**src/rtl/store_narrower.sv**
```systemverilog
// Narrows a 32-bit register value to byte/halfword/word and writes it
// little-endian, one byte at a time, to a valid/ready byte-wide memory port.
module store_narrower #(
  parameter int ADDR_W = 32
) (
  input  logic              clk,
  input  logic              rst,
  input  logic              start,
  input  logic [ADDR_W-1:0] addr,
  input  logic [31:0]       data,
  input  logic [1:0]        size,
  output logic              busy,
  output logic              done,
  output logic              err,
  output logic              overflow,
  output logic              mem_we,
  output logic [ADDR_W-1:0] mem_addr,
  output logic [7:0]        mem_wdata,
  input  logic              mem_ready
);

  typedef enum logic [1:0] {IDLE, CHECK, WRITE, DONE} state_t;

  state_t            state, next_state;
  logic [ADDR_W-1:0] addr_q;
  logic [31:0]       data_q;
  logic [1:0]        size_q;
  logic [1:0]        k;
  logic [1:0]        last_k;
  logic              bad;
  logic              ovf;

  // Request properties are derived from the latched copy, so they stay
  // constant for the whole store regardless of what the inputs do.
  always_comb begin
    last_k = 2'd3;
    bad    = 1'b0;
    ovf    = 1'b0;
    case (size_q)
      2'b00: begin
        last_k = 2'd0;
        ovf    = !((&data_q[31:7]) || !(|data_q[31:7]));
      end
      2'b01: begin
        last_k = 2'd1;
        bad    = addr_q[0];
        ovf    = !((&data_q[31:15]) || !(|data_q[31:15]));
      end
      2'b10: begin
        last_k = 2'd3;
        bad    = (addr_q[1:0] != 2'b00);
      end
      default: begin
        last_k = 2'd3;
        bad    = 1'b1;
      end
    endcase
  end

  always_ff @(posedge clk) begin
    if (rst) begin
      state  <= IDLE;
      addr_q <= '0;
      data_q <= '0;
      size_q <= '0;
      k      <= '0;
    end else begin
      state <= next_state;
      if (state == IDLE && start) begin
        addr_q <= addr;
        data_q <= data;
        size_q <= size;
      end
      if (state == CHECK)
        k <= '0;
      else if (state == WRITE && mem_ready)
        k <= k + 2'd1;
    end
  end

  always_comb begin
    next_state = state;
    case (state)
      IDLE:    if (start) next_state = CHECK;
      CHECK:   next_state = bad ? DONE : WRITE;
      WRITE:   if (mem_ready && k == last_k) next_state = DONE;
      DONE:    next_state = IDLE;
      default: next_state = IDLE;
    endcase
  end

  // Memory outputs are forced to zero outside WRITE so the port is quiet when idle.
  always_comb begin
    busy      = (state == CHECK) || (state == WRITE);
    done      = (state == DONE);
    err       = (state == DONE) && bad;
    overflow  = (state == DONE) && ovf;
    mem_we    = (state == WRITE);
    mem_addr  = '0;
    mem_wdata = '0;
    if (state == WRITE) begin
      mem_addr  = addr_q + {{(ADDR_W-2){1'b0}}, k};
      mem_wdata = data_q[{k, 3'b000} +: 8];
    end
  end

endmodule
```
**config.mk**
```make
export PLATFORM = sky130hd
export DESIGN_NAME = store_narrower
export DESIGN_NICKNAME = d
export VERILOG_FILES = /design/src/rtl/store_narrower.sv
export SDC_FILE = /design/constraint.sdc
export NUM_CORES = 1
export LEC_CHECK = 0
export CAP_MARGIN = 20
export CORE_ASPECT_RATIO = 2
export CORE_UTILIZATION = 30
export CTS_CLUSTER_DIAMETER = 150
export DETAILED_ROUTE_END_ITERATION = 10
export GPL_TIMING_DRIVEN = 0
export HOLD_SLACK_MARGIN = 0.02
export SYNTH_ARGS = -nofsm -noshare
export SYNTH_HDL_FRONTEND = slang
export SYNTH_SLANG_ARGS = --single-unit
```
**constraint.sdc**
```tcl
create_clock -name clk -period 7.35 [get_ports clk]
set_input_delay 1.47 -clock clk [delete_from_list [all_inputs] [get_ports clk]]
set_output_delay 1.47 -clock clk [all_outputs]
set_load 0.05 [all_outputs]
```
==> run_results.csv <==
group,metric,value,unit
outcome,status,"finished clean",
detailed_routing,via_per_inst,4.95,
sta,slew_viol_final,0,
logic_synthesis,synthDistinctLibCells,40,
clocking,cts_buffers,9,
sta,period_share,71.4,%
floorplan,rows,57,
logic_synthesis,postSynthNetCount,579,
clocking,hold_buffers,0,
floorplan,die_x,81.6,um
layout,fin_nets,703,
sta,finalSetupTns,0,ns
sta,setup_violations,0,
clocking,cts.path.max_buffers,2,
setup_path,setup.worst_path.start,"k[0]",
floorplan,core_area,0.0123,mm2
setup_path,start_kind,"flop",
sta,period_needed,5.25,ns
floorplan,die_y,161,um
setup_path,r2r_slack,5.19,ns
layout,stdcell_count,777,
clocking,cts_tree,"yes",
setup_path,required,5.88,ns
floorplan,ioPinCount,115,
power_and_ir_drop,power_frac_seq,36.4,%
global_route,grt_max_degree,13,
logic_synthesis,ys_warn_count,0,
logic_synthesis,ys_seq_area_share,36.9,%
clocking,clk_latency,0.33,ns
logic_synthesis,synthCells,501,
power_and_ir_drop,ir_drop,239,uV
power_and_ir_drop,switching_share,39.8,%
global_route,overflow,0,
clocking,htree_levels,3,
job,maxCapViolCount,0,
power_and_ir_drop,p_clk_share,26.8,%
clocking,post_cts_buffers,0,
logic_synthesis,synth_area,0.00380,mm2
clocking,cts-root-buf,"clkbuf_16",
power_and_ir_drop,power_leakage,1.86,nW
power_and_ir_drop,p_per_area,277,mW/mm2
global_route,antenna_found_initial,0,
detailed_routing,drt_iter0_markers,138,
setup_path,critPathCapture,"mem_addr[30]",
setup_path,path_cells,"ha_1 > fa_1 > nand4_2 > nor4_1 > nand2_1 > o41ai_1 > clkdlybuf4s50_1",
setup_path,timing.rr.start,"state[0]",
detailed_routing,wl_per_cell,15.6,um
global_route,grt_first_pass_wirelength,19400,um
place,dp_hpwl,9860,um
power_and_ir_drop,intPower,0.899,mW
sta,slew_headroom,42.4,%
logic_synthesis,yosys_register_bits,70,
power_and_ir_drop,p_sw,0.595,mW
floorplan,start_util,31.0,%
layout,fillers,1310,
setup_path,cp.arrival,3.78,ns
clocking,path_clk_slew,0.06,ns
layout,diodes,0,
logic_synthesis,postSynthAreaPerCell,7.59,um2
detailed_routing,drc,0,
sta,clock_skew,0.00211,ns
setup_path,worst_setup_path_end_kind,"output port",
place,place_inst,761,
sta,max_freq,191,MHz
detailed_routing,detail-route-antenna-nets,0,
setup_path,cpPeakStageDelay,0.88,ns
setup_path,crit_type,"reg2out",
hold_path,hp-class,"reg2reg",
global_route,grt_pass1_vias,4019,
place,io_buffer_count,113,
detailed_routing,drt-pass1-iter-count,4,
setup_path,r2r_end,"addr_q[5]",
layout,area_growth,41.9,%
layout,drive_above_1_share,4.76,%
setup_path,rr_worst_depth,7,
sta,rsz0062_at_grt,"no",
setup_path,cpMaxStageDelayCell,"clkdlybuf4s50_1",
sta,hold_viol_final,0,
hold_path,hp-start,"data_q[1]",
detailed_routing,drt_wl_total,12100,um
detailed_routing,via_count,3843,
setup_path,crit_fanout,5,
clocking,cts.sinks,70,
floorplan,dieArea,0.0132,mm2
place,routabilityCongestion,0.856,
global_route,groute.usage.overall,19.7,%
sta,tightest_slew,0.856,ns
power_and_ir_drop,combPwrFrac,36.8,%
clocking,cts_resized,0,
==> kinds of logic after synthesis <==
kind of cell    Yosys count  synth area share [%]
simple gates            264                  32.9
compound gates           86                  12.2
flops                    70                  36.9
buf+inv                  37                  3.85
xor+xnor                 24                  5.53
mux                      12                  5.79
fa+ha+maj                 8                  2.83
==> power by group through the flow <==
stage | sequential (mW) | clock [mW] | combinational, mW
after detailed placement | 0.551 | 0 | 0.554
after floorplan | 0.520 | 0 | 0.381
final | 0.544 | 0.401 | 0.549
after CTS | 0.543 | 0.410 | 0.557
after global routing | 0.554 | 0.425 | 0.610
after global placement | 0.546 | 0 | 0.542
==> state kept, by name, indices dropped and copies added (netlist names) <==
name,cells
data_q,32
state,2
addr_q,32
size_q,2
k,2
==> cell usage in the layout (no fill, tap or decap), types with 3 or more instances in the layout <==
master	Yosys	final
dfxtp_1	70	70
xor2_1	6	6
nand4_1	20	20
and2_1	33	33
nand2b_1	3	3
nor2_1	14	14
mux2i_1	4	4
xnor2_1	18	18
clkdlybuf4s50_1	0	113
clkbuf_1	26	26
mux4_2	8	8
o21ai_0	6	6
nand2_1	151	151
a21oi_1	69	69
clkbuf_16	0	9
inv_1	7	7
a21boi_0	4	4
or3_1	4	4
nor3_1	6	6
nand3_1	13	13
clkinvlp_4	0	3
clkinv_2	0	3
ha_1	7	7
nor4_1	9	9
buf_1	3	3
==> worst min-delay path by stage <==
| stage | endpoint | slack (ns) | depth (start not counted) |
|---|---|---|---|
| 6_report | data_q[1] | 0.46 | 2 |
| 5_1_grt | data_q[1] | 0.47 | 2 |
| 4_1_cts | data_q[1] | 0.46 | 2 |
| 3_5_place_dp | data_q[1] | 0.45 | 2 |
| 3_3_place_gp | data_q[0] | 0.44 | 2 |
| 2_1_floorplan | data_q[0] | 0.43 | 2 |
==> layer usage <==
metal	wire length (um)	GRT usage, %	up-vias
li1	-	-	1955
met1	4280	19.9	1760
met2	7040	37.9	105
met3	397	2.15	23
met4	372	9.65	0
met5	0	0	-
==> critical path, delay by kind of cell, from the launching register on <==
family / cells / cell delay, ns
AO/OA/AOI/OAI: 1 / 0.43
adder cells (fa/ha/maj): 2 / 0.49
buffers and inverters: 1 / 0.88
flip-flops: 1 / 0.45
AND/OR/NAND/NOR: 3 / 1.18
==> cell usage after synthesis, drive strengths merged <==
master  instances  area share (%)
nand3          13             1.7
xnor2          18             4.1
ha              7             2.3
o311ai          1            0.23
nand2         151              15
and2           33             5.4
o21ai           6            0.79
a221oi          1            0.23
nor2b           1            0.16
o41ai           2            0.46
nand4          21             3.6
or2b            1            0.20
mux2i           4             1.1
a32oi           1            0.23
mux4            8             4.7
or3             5            0.86
nor4b           1            0.23
nor4           10             1.8
buf             4            0.59
fa              1            0.53
or4             1            0.30
xor2            6             1.4
a211oi          1            0.20
nand2b          3            0.49
and4            1            0.23
clkbuf         26             2.6
a21oi          69             9.1
inv             7            0.69
a21boi          5            0.99
and3            1            0.16
nor3            7             1.2
dfxtp          70              37
nor2           14             1.4
or3b            1            0.23
==> stage by stage <==
stage | cell area, um2 | hold WS (ns) | power (mW) | util, % | worst slack, ns
floorplan | 3800 | 0.433 | 0.901 | - | 2.61
global placement | 5120 | 0.444 | 1.09 | 41.7 | 2.39
detailed placement | 5120 | 0.448 | 1.11 | 41.7 | 2.46
CTS | 5390 | 0.456 | 1.51 | 44.0 | 2.08
global route | 5390 | 0.469 | 1.59 | 44.0 | 1.84
finish | 5390 | 0.460 | 1.49 | 44.0 | 2.10
==> cell type report <==
class	instances	area (um2)	area share [%]
clock buffers	10	239	4.43
flip-flops and latches	70	1400	26.0
repair buffers	113	1130	21.0
well taps	147	184	3.41
clock inverters	6	37.5	0.696
inverters	7	26.3	0.487
multi-input cells	394	2250	41.8
plain buffers	30	120	2.23
Power figures use the tool's default switching activity.
